`src/rtl/div_unit_if.sv`:
```
// div_unit_if: request/response bundle between the CPU datapath (master)
// and the multi-cycle divider (slave). Clock and reset are not part of the
// bundle; they are plain ports on the divider.
interface div_unit_if #(
   parameter int WIDTH = 32
);

   logic             iStart;
   logic [4:0]       iControl;
   logic [WIDTH-1:0] iA;
   logic [WIDTH-1:0] iB;
   logic             oBusy;
   logic             oReady;
   logic [WIDTH-1:0] oResult;

   // CPU side: issues the request and collects the result
   modport master (
      output iStart,
      output iControl,
      output iA,
      output iB,
      input  oBusy,
      input  oReady,
      input  oResult
   );

   // Divider side: accepts the request and returns the result
   modport slave (
      input  iStart,
      input  iControl,
      input  iA,
      input  iB,
      output oBusy,
      output oReady,
      output oResult
   );

endinterface

```
`src/rtl/div_unit.sv`:
```
// div_unit: multi-cycle radix-2 restoring divider for the RV32M division
// group (DIV, DIVU, REM, REMU). One quotient bit is produced per cycle.
//
// Optional feature macro: DIV_EARLY_OUT_EN
//   When defined, a request whose divisor magnitude exceeds the dividend
//   magnitude skips the iteration and completes with latency 1
//   (quotient 0, remainder = dividend). Results are identical either way;
//   only latency changes.
//
// Timeline for a normal request accepted at edge 0:
//   edges 1..WIDTH  one restoring step each (CALC)
//   cycle WIDTH     DONE: sign correction and result selection
//   edge WIDTH+1    oResult/oReady registered, FSM back in IDLE
// Special cases go from IDLE straight to DONE, giving oReady at edge 1.
//
// The operation codes are parameters so the integrator can bind them to the
// values of the shared CPU parameter file.
module div_unit #(
   parameter int         WIDTH  = 32,
   parameter logic [4:0] OPDIV  = 5'b10100,
   parameter logic [4:0] OPDIVU = 5'b10101,
   parameter logic [4:0] OPREM  = 5'b10110,
   parameter logic [4:0] OPREMU = 5'b10111
) (
   input logic        iCLK,
   input logic        iRST,
   div_unit_if.slave  bus
);

   localparam int CW = (WIDTH > 1) ? $clog2(WIDTH) : 1;

   localparam logic [WIDTH-1:0] MOST_NEG = {1'b1, {(WIDTH-1){1'b0}}};
   localparam logic [WIDTH-1:0] ALL_ONES = {WIDTH{1'b1}};
   localparam logic [CW-1:0]    LAST_COUNT = CW'(WIDTH - 1);

   typedef enum logic [1:0] {
      IDLE,
      CALC,
      DONE
   } state_t;

   state_t state;
   state_t state_next;

   // Operation context captured at accept time
   logic [4:0]       op_q;
   logic             neg_quot_q;
   logic             neg_rem_q;
   logic             special_q;

   // Iteration registers. dvd starts as the dividend magnitude and, as it
   // shifts left, collects quotient bits in its LSB; after WIDTH steps it
   // holds the quotient magnitude. For special cases it carries the final
   // result directly so no extra register is needed.
   logic [WIDTH-1:0] dvd;
   logic [WIDTH-1:0] dvs;
   logic [WIDTH-1:0] rem;
   logic [CW-1:0]    count;

   // Output registers
   logic             ready_q;
   logic [WIDTH-1:0] result_q;

   // Request decode (valid only while IDLE with a start present)
   logic             in_signed;
   logic             in_div;
   logic             in_valid;
   logic             sign_a;
   logic             sign_b;
   logic [WIDTH-1:0] mag_a;
   logic [WIDTH-1:0] mag_b;
   logic             div_by_zero;
   logic             overflow;
   logic             early_out;
   logic             special;
   logic [WIDTH-1:0] special_result;

   // One restoring step
   logic [WIDTH:0]   rem_shift;
   logic [WIDTH:0]   diff;
   logic             take;

   // Final sign correction
   logic             op_is_div;
   logic [WIDTH-1:0] quot_fix;
   logic [WIDTH-1:0] rem_fix;
   logic [WIDTH-1:0] final_result;

   // Classify the incoming request and derive operand magnitudes. Signed ops
   // use magnitudes; the most negative value maps onto itself, which is the
   // correct unsigned magnitude.
   always_comb begin
      in_signed = (bus.iControl == OPDIV) || (bus.iControl == OPREM);
      in_div    = (bus.iControl == OPDIV) || (bus.iControl == OPDIVU);
      in_valid  = in_signed || (bus.iControl == OPDIVU) || (bus.iControl == OPREMU);
      sign_a    = in_signed && bus.iA[WIDTH-1];
      sign_b    = in_signed && bus.iB[WIDTH-1];
      mag_a     = sign_a ? -bus.iA : bus.iA;
      mag_b     = sign_b ? -bus.iB : bus.iB;
      div_by_zero = (bus.iB == '0);
      overflow    = in_signed && (bus.iA == MOST_NEG) && (bus.iB == ALL_ONES);
   end

`ifdef DIV_EARLY_OUT_EN
   // A divisor larger than the dividend always yields quotient 0 and the
   // dividend as remainder, so the iteration can be skipped.
   assign early_out = (mag_b > mag_a);
`else
   assign early_out = 1'b0;
`endif

   // Decide whether the request bypasses the iteration and, if so, what the
   // finished result is. Priority: unknown op, divide by zero, overflow,
   // early out.
   always_comb begin
      special        = !in_valid || div_by_zero || overflow || early_out;
      special_result = '0;
      if (!in_valid) begin
         special_result = '0;
      end else if (div_by_zero) begin
         special_result = in_div ? ALL_ONES : bus.iA;
      end else if (overflow) begin
         special_result = in_div ? MOST_NEG : '0;
      end else if (early_out) begin
         special_result = in_div ? '0 : bus.iA;
      end
   end

   // One restoring step: shift the next dividend bit into the partial
   // remainder and subtract the divisor if it fits. The subtraction is done
   // at WIDTH+1 bits so its top bit is the borrow, i.e. "did not fit".
   always_comb begin
      rem_shift = {rem, dvd[WIDTH-1]};
      diff      = rem_shift - {1'b0, dvs};
      take      = ~diff[WIDTH];
   end

   // Apply the sign rules to the raw quotient/remainder and pick the result
   // for the latched operation. This happens in the DONE cycle so the
   // negation is kept off the iteration path.
   always_comb begin
      op_is_div    = (op_q == OPDIV) || (op_q == OPDIVU);
      quot_fix     = neg_quot_q ? -dvd : dvd;
      rem_fix      = neg_rem_q  ? -rem : rem;
      final_result = special_q ? dvd : (op_is_div ? quot_fix : rem_fix);
   end

   // State register with synchronous reset
   always_ff @(posedge iCLK) begin
      if (iRST) begin
         state <= IDLE;
      end else begin
         state <= state_next;
      end
   end

   // Next-state logic: starts are only honoured in IDLE, special cases skip
   // CALC, and DONE always lasts a single cycle.
   always_comb begin
      state_next = state;
      case (state)
         IDLE: begin
            if (bus.iStart) begin
               state_next = special ? DONE : CALC;
            end
         end
         CALC: begin
            if (count == '0) begin
               state_next = DONE;
            end
         end
         DONE: begin
            state_next = IDLE;
         end
         default: begin
            state_next = IDLE;
         end
      endcase
   end

   // Datapath and output registers. A reset in the middle of an operation
   // clears everything, so no late ready pulse can escape.
   always_ff @(posedge iCLK) begin
      if (iRST) begin
         op_q       <= '0;
         neg_quot_q <= 1'b0;
         neg_rem_q  <= 1'b0;
         special_q  <= 1'b0;
         dvd        <= '0;
         dvs        <= '0;
         rem        <= '0;
         count      <= '0;
         ready_q    <= 1'b0;
         result_q   <= '0;
      end else begin
         ready_q <= 1'b0;
         case (state)
            IDLE: begin
               if (bus.iStart) begin
                  op_q       <= bus.iControl;
                  neg_quot_q <= sign_a ^ sign_b;
                  neg_rem_q  <= sign_a;
                  special_q  <= special;
                  dvd        <= special ? special_result : mag_a;
                  dvs        <= mag_b;
                  rem        <= '0;
                  count      <= LAST_COUNT;
               end
            end
            CALC: begin
               dvd <= {dvd[WIDTH-2:0], take};
               rem <= take ? diff[WIDTH-1:0] : rem_shift[WIDTH-1:0];
               if (count != '0) begin
                  count <= count - CW'(1);
               end
            end
            DONE: begin
               ready_q  <= 1'b1;
               result_q <= final_result;
            end
            default: begin
               ready_q <= 1'b0;
            end
         endcase
      end
   end

   assign bus.oBusy   = (state != IDLE);
   assign bus.oReady  = ready_q;
   assign bus.oResult = result_q;

endmodule

```
`src/flat_wrapper.sv`:
```
// flat-port wrapper written by rule: the top's interface ports become plain ports
module div_unit_flat 
#(
   parameter int         WIDTH  = 32,
   parameter logic [4:0] OPDIV  = 5'b10100,
   parameter logic [4:0] OPDIVU = 5'b10101,
   parameter logic [4:0] OPREM  = 5'b10110,
   parameter logic [4:0] OPREMU = 5'b10111
)
  (iCLK, iRST, bus_iStart, bus_iControl, bus_iA, bus_iB, bus_oBusy, bus_oReady, bus_oResult);
  div_unit_if #(.WIDTH(WIDTH)) bus_i ();
  input logic iCLK;
  input logic iRST;
  input wire logic [$bits(bus_i.iStart)-1:0] bus_iStart;
  input wire logic [$bits(bus_i.iControl)-1:0] bus_iControl;
  input wire logic [$bits(bus_i.iA)-1:0] bus_iA;
  input wire logic [$bits(bus_i.iB)-1:0] bus_iB;
  output wire logic [$bits(bus_i.oBusy)-1:0] bus_oBusy;
  output wire logic [$bits(bus_i.oReady)-1:0] bus_oReady;
  output wire logic [$bits(bus_i.oResult)-1:0] bus_oResult;
  assign bus_i.iStart = bus_iStart;
  assign bus_i.iControl = bus_iControl;
  assign bus_i.iA = bus_iA;
  assign bus_i.iB = bus_iB;
  assign bus_oBusy = bus_i.oBusy;
  assign bus_oReady = bus_i.oReady;
  assign bus_oResult = bus_i.oResult;
  div_unit #(.WIDTH(WIDTH), .OPDIV(OPDIV), .OPDIVU(OPDIVU), .OPREM(OPREM), .OPREMU(OPREMU)) u_core (.iCLK(iCLK), .iRST(iRST), .bus(bus_i));
endmodule
```
`config.mk`:
```
export PLATFORM = sky130hd
export DESIGN_NAME = div_unit_flat
export DESIGN_NICKNAME = d
export VERILOG_FILES = /design/src/rtl/div_unit_if.sv /design/src/rtl/div_unit.sv /design/src/flat_wrapper.sv
export SDC_FILE = /design/constraint.sdc
export NUM_CORES = 1
export LEC_CHECK = 0
export CAP_MARGIN = 20
export CORE_MARGIN = 3
export CORE_UTILIZATION = 59
export DETAILED_ROUTE_END_ITERATION = 16
export PLACE_DENSITY = 0.9
export SYNTH_ARGS = -nofsm -noshare
export SYNTH_HDL_FRONTEND = slang
export SYNTH_SLANG_ARGS = --single-unit
```
`constraint.sdc`:
```
create_clock -name iCLK -period 6.87 [get_ports iCLK]
set_input_delay 1.374 -clock iCLK [delete_from_list [all_inputs] [get_ports iCLK]]
set_output_delay 1.374 -clock iCLK [all_outputs]
set_load 0.03 [all_outputs]
```
# ---- Word-level counts from Yosys, hierarchy flattened
# Cells that the tools add are included.
dict set report classes {
  reduce_logical 22
  eq_ne 13
  addsub 6
  muxes 25
  bitwise 2
}
# cell n
set op_table {}
lappend op_table {{$mux W32} 15}
lappend op_table {{$neg A32 Y32} 4}
lappend op_table {{$pmux W32 S2} 2}
lappend op_table {{$eq A32 B32 Y1 const B} 2}
lappend op_table {{$sub A33 B32 Y33} 1}
lappend op_table {{$logic_not A32 Y1} 1}
lappend op_table {{$eq A5 B5 Y1 const B} 6}
lappend op_table {{$mux W5} 2}
lappend op_table {{$pmux W5 S2} 1}
lappend op_table {{$logic_or A1 B1 Y1} 7}
lappend op_table {{$mux W2} 3}
lappend op_table {{$reduce_and A2 Y1} 3}
lappend op_table {{$logic_not A5 Y1} 1}
lappend op_table {{$reduce_bool A5 Y1} 1}
lappend op_table {{$sub A5 B1 Y5 const B} 1}
lappend op_table {{$logic_and A1 B1 Y1} 4}
lappend op_table {{$ne A2 B1 Y1 const B} 2}
lappend op_table {{$pmux W2 S2} 1}
lappend op_table {{$reduce_bool A2 Y1} 2}
lappend op_table {{$reduce_and A3 Y1} 1}
lappend op_table {{$eq A2 B1 Y1 const B} 1}
lappend op_table {{$eq A2 B2 Y1 const B} 1}
lappend op_table {{$logic_not A2 Y1} 1}
lappend op_table {{$ne A2 B2 Y1 const B} 1}
lappend op_table {{4 further kinds} 4}
dict set report totals {
  in_bits 72
  word_cells 79
  ff_bits 144
}

# ---- Logic depth before layout (Yosys ltp)
dict set report logic_depth {
  word_depth 10
  ltp_mapped 13
  mapped_depth_nobuf 11
}

# ---- Worst setup path before layout
# No wires, ideal clock.
dict set report synth_timing {
  path_kind {input port to flip-flop}
  startpoint {in bus_iB[2]}
  endpoint {reg u_core.dvd[14]}
  arrival_ps 3532
  path_stages 12
  setup_time_ps 136
  required_ps 6734
  slack_ps 3202
  path_cell_list {buf_2 or4_1 nor3b_1 nand4_1 o21ai_2 or2_1 buf_2 buf_4 buf_4 a21oi_1 o21ai_1 a31oi_1}
}
dict set report synth_via {
  elab_chain_cells 8
}
# item line_no
set synth_lines {}
lappend synth_lines {{start: declaration} flat_wrapper.sv:17} ;# input wire logic [$bits(bus_i.iB)-1:0] bus_iB;
lappend synth_lines {{$eq A32 B32 Y1} div_unit.sv:101} ;# overflow = in_signed && (bus.iA == MOST_NEG) && (bus.iB == ALL_ONES);
lappend synth_lines {{$logic_and A1 B1 Y1} div_unit.sv:101}
lappend synth_lines {{$mux W32} div_unit.sv:122} ;# end else if (overflow) begin
lappend synth_lines {{$mux W32} div_unit.sv:120} ;# end else if (div_by_zero) begin
lappend synth_lines {{$mux W32} div_unit.sv:118} ;# if (!in_valid) begin
lappend synth_lines {{$mux W32 (*)} div_unit.sv:204} ;# dvd <= special ? special_result : mag_a;
lappend synth_lines {{$mux W32 (*)} div_unit.sv:199} ;# if (bus.iStart) begin
lappend synth_lines {{$pmux W32 S2 (*)} div_unit.sv:197} ;# case (state)
lappend synth_lines {{end signal: assignment} div_unit.sv:204}
lappend synth_lines {{end signal: assignment} div_unit.sv:211} ;# dvd <= {dvd[WIDTH-2:0], take};
lappend synth_lines {{end: declaration} div_unit.sv:55} ;# logic [WIDTH-1:0] dvd;
# Mark *: on every way between the ends. The rest lies on a longest branch, timed or not. The select of a mux whose other input is x is not followed.
# A chain may end at the register's enable or synchronous reset.

# ---- Worst setup path in the final report
dict set report layout_timing {
  startpoint {in bus_iA[17]}
  endpoint {reg u_core.dvd[13]}
}
dict set report layout_via {
  elab_chain_cells 9
}
# item line_no
set layout_lines {}
lappend layout_lines {{start: declaration} flat_wrapper.sv:16} ;# input wire logic [$bits(bus_i.iA)-1:0] bus_iA;
lappend layout_lines {{$eq A32 B32 Y1 (*)} div_unit.sv:101}
lappend layout_lines {{$logic_and A1 B1 Y1 (*) (2 in a row)} div_unit.sv:101}
lappend layout_lines {{$mux W32} div_unit.sv:122}
lappend layout_lines {{$mux W32} div_unit.sv:120}
lappend layout_lines {{$mux W32} div_unit.sv:118}
lappend layout_lines {{$mux W32 (*)} div_unit.sv:204}
lappend layout_lines {{$mux W32 (*)} div_unit.sv:199}
lappend layout_lines {{$pmux W32 S2 (*)} div_unit.sv:197}
# Marks and branches as above.

==> implementation parameters <==
Parameter                              Value

Finish
  Number of inserted filler cells in the final layout    1496
  Post-route design area    12820 µm²
  Layout cell share with drive strength beyond 1    0.04941
  Final instance count without filler cells    1828
  Synthesis-to-layout area growth    14.83%
  Diode count    0
  Total number of nets in the final design    1698
  Core utilization of the finished layout    0.7015

Die
  I/O pin cnt    106
  Area enclosed by the die boundary    approximately 20000 µm²
  Initial core utilization    0.6109
  Chip width    143.5 µm
  FP Rows    49
  Overall die height    roughly 140 µm
  Core Box Area    18270 µm²

Logic synthesis
  Flop and latch count out of synthesis    143
  Fraction of synthesized cell area taken by the top area cell type    0.2565
  Cell types occupying the most area after synthesis    sky130_fd_sc_hd__dfxtp_1 (26%), sky130_fd_sc_hd__a21oi_1 (6.9%), sky130_fd_sc_hd__nand2_1 (6.4%)
  Synth area leader    sky130_fd_sc_hd__dfxtp_1
  Async set-or-reset flop fraction in the synthesized netlist    0
  Most used DFF post-synth    sky130_fd_sc_hd__dfxtp_1
  Number of flops mapped to enable cells by yosys    0
  Average cell area after synthesis    ~7.2 µm²
  Total standard cell area after synthesis    between 10000 and 15000 µm²
  Yosys Warn Count    0
  Cell count after synthesis    roughly 1.6k
  Synth unique cells    81
  Seq/Total Area, Yosys    0.2565
  Number of nets produced by synthesis    ~1.7k

Power and ir drop
  Worst supply voltage drop on vdd    194.9 µV
  Pleak    approximately 4.6 nW
  Sequential fraction of design power    0.400
  Power density over cell area    approximately 180 nW/µm²
  Clock network fraction of total power    0.390
  Fraction of power spent switching nets    0.3208
  Internal power component    1.559 mW
  Combinational share of power    0.210
  Switching component of the power    736.2 µW

Route
  Initial detailed-routing violation count    between 1.5k and 2k
  Routed WL per cell    19.88 µm
  Final wirelength    36340 µm
  First-pass iteration count of the detailed router    7
  Remaining antenna violation count    0
  Post-detailed-route DRC marker count    0
  Via count    12.52k
  Vias per Instance    6.848

Worst setup path
  Arrival time worst endpoint    4980 ps
  CP max stage delay    approximately 800 ps
  Worst setup SP type    input port
  Worst EP required    roughly 7000 ps
  Largest fanout on the critical path    28
  Type of element capturing the critical path    flop
  Critical setup path kind    input port to flop
  Critical path cell sequence    clkdlybuf4s50_1, nor3_1, nor3b_1, nand3_1, o21ai_2, or2_1, or3_1, o211ai_1, a22o_1
  Reg2reg setup slack    approximately 3000 ps
  Critical path's slowest cell    sky130_fd_sc_hd__or2_1

GRT
  Total congestion overflow    0
  Tot GR Track Use    0.3458
  Number of antenna violations at the first check in global routing    0
  First-pass GRT wire length    roughly 58000 µm
  Largest net degree at the start of global routing    70
  Number of global-route vias before repair    11.12k

Outcome
  Status    finished, final reports clean

CTS
  Number of buffers added by the clock tree synthesis step    17
  Maximum level of the CTS H-tree    4
  Later-pin clock latency in the skew report    440 ps
  CTS tree    built
  Buffers from clock root to sink, at most    2
  Clock-pin slew reported for the worst setup and hold paths after clock tree synthesis    70 ps
  Post-cts repair resize count    0
  Number of buffers inserted to repair setup after CTS    0
  Cell at the root of the clock tree    sky130_fd_sc_hd__clkbuf_16
  Total number of clock tree sinks    between 100 and 150
  Total of hold buffers inserted after clock tree synthesis    0

STA
  Setup TNS after final layout    0 ps
  Setup ws final    roughly 2200 ps
  Max Transition Viols Final    0
  Minimum clock period    4648 ps
  Headroom to the max-slew limit    0.2813
  Maximum operating frequency    roughly 0.22 GHz
  Final Hold Violating Endpoints    0
  Setup violators final    0
  Slew at the pin with the worst max-slew slack    between 1000 and 1500 ps
  Setup skew after layout    11.07 ps
  Period Utilization, post-route    0.6766
  Setup repair after global routing missed its margin    no

Run
  Max-cap violations    0

Placement
  Worst setup slack after placement    1828 ps
  Placer's final routability congestion estimate    0.9547
  Placed cell count    roughly 1.8k
  IO Port Bufs    105
  Instance area after placement    12190 µm²
  Final HPWL from detailed placement    25790 µm

Hold path
  Min-Delay Path Class    flop to flop
==> cells in the final DEF (no fill, tap or decap), types with 39 or more instances in the layout <==
cell	synthesis	final
sky130_fd_sc_hd__xnor2_1	49	49
sky130_fd_sc_hd__inv_1	67	67
sky130_fd_sc_hd__o211ai_1	43	43
sky130_fd_sc_hd__nand2_1	190	190
sky130_fd_sc_hd__o21ai_0	87	87
sky130_fd_sc_hd__clkdlybuf4s50_1	0	104
sky130_fd_sc_hd__nand4_1	43	43
sky130_fd_sc_hd__xor2_1	39	39
sky130_fd_sc_hd__dfxtp_1	143	142
sky130_fd_sc_hd__nor3_1	52	52
sky130_fd_sc_hd__ha_1	39	39
sky130_fd_sc_hd__a21oi_1	154	154
sky130_fd_sc_hd__a211oi_1	44	44
sky130_fd_sc_hd__nor2_1	124	122
==> through the flow <==
stage	power [mW]	hold WS (ps)
after global placement	1.387	440.4
after global routing	2.379	469.6
after CTS	2.279	454.5
final	2.295	453.0
after detailed placement	1.399	447.8
after floorplan	1.231	431.9
==> layout make-up <==
class                           instances  area [µm²]  area share
Multi-Input combinational cell       1233        7626      0.5950
Sequential cell                       143        2864      0.2234
Timing Repair Buffer                  124        1229     0.09586
Clock buffer                           18       429.2     0.03348
Tap cell                              229       286.5     0.02235
Inverter                               67       251.5     0.01962
Clock inverter                         14       131.4     0.01025
==> sequential cells by signal (all words and copies together) (netlist names) <==
register	count
u_core.bus.oResult	32
u_core.dvd	32
u_core.dvs	32
u_core.rem	32
u_core.count	5
u_core.op_q	4
u_core.state	2
u_core.bus.oReady	1
u_core.neg_quot_q	1
u_core.neg_rem_q	1
u_core.special_q	1
==> power groups by stage <==
stage / Combinational, mW / Clock (mW) / Sequential (mW)
4_1_cts: 0.470 / 0.894 / 0.915
2_1_floorplan: 0.298 / 0 / 0.932
3_3_place_gp: 0.457 / 0 / 0.930
6_report: 0.483 / 0.895 / 0.918
5_1_grt: 0.526 / 0.932 / 0.920
3_5_place_dp: 0.466 / 0 / 0.933
==> worst max-delay path: cells and delay by family <==
family	cells	cell delay (ps)
compound gates	3	760
simple gates	5	2330
buf+inv	1	500
==> synthesized netlist by cell type (39+ instances only) <==
cell type and number:
sky130_fd_sc_hd__o211ai_1 43, sky130_fd_sc_hd__inv_1 67, sky130_fd_sc_hd__nor3_1 52, sky130_fd_sc_hd__xnor2_1 49, sky130_fd_sc_hd__nand2_1 190, sky130_fd_sc_hd__ha_1 39, sky130_fd_sc_hd__o21ai_0 87, sky130_fd_sc_hd__dfxtp_1 143
sky130_fd_sc_hd__nand4_1 43, sky130_fd_sc_hd__a211oi_1 44, sky130_fd_sc_hd__xor2_1 39, sky130_fd_sc_hd__clkbuf_1 89, sky130_fd_sc_hd__nor2_1 124, sky130_fd_sc_hd__a21oi_1 154
==> final timing paths <==
path | startpoint | endpoint | cells after the start
worst max-delay path | bus_iA[17] | u_core.dvd[13] | 9
worst min-delay path | u_core.bus.oResult[14] | u_core.bus.oResult[14] | 2
worst max register to register | u_core.dvs[9] | u_core.rem[15] | 10
worst min register to register | u_core.bus.oResult[14] | u_core.bus.oResult[14] | 2
==> kinds of logic (layout without fill, tap and decap cells) <==
group / after synthesis / count (layout) / synth area share
AOI/OAI and AO/OA: 522 / 522 / 0.3064
xor gates and xnor gates: 88 / 88 / 0.06905
adders and majority gates: 40 / 40 / 0.04551
buffers and inverters: 177 / 223 / 0.06322
DFF: 143 / 143 / 0.2565
muxes: 2 / 2 / 0.001794
and+or+nand+nor: 581 / 581 / 0.2576
==> routing by layer <==
layer / wire length [µm] / track usage
met1: 14760 / 0.4938
met2: 15580 / 0.5124
met3: 4569 / 0.06156
met4: 1432 / 0.1482
met5: 0 / 0
Power figures use the tool's default switching activity.
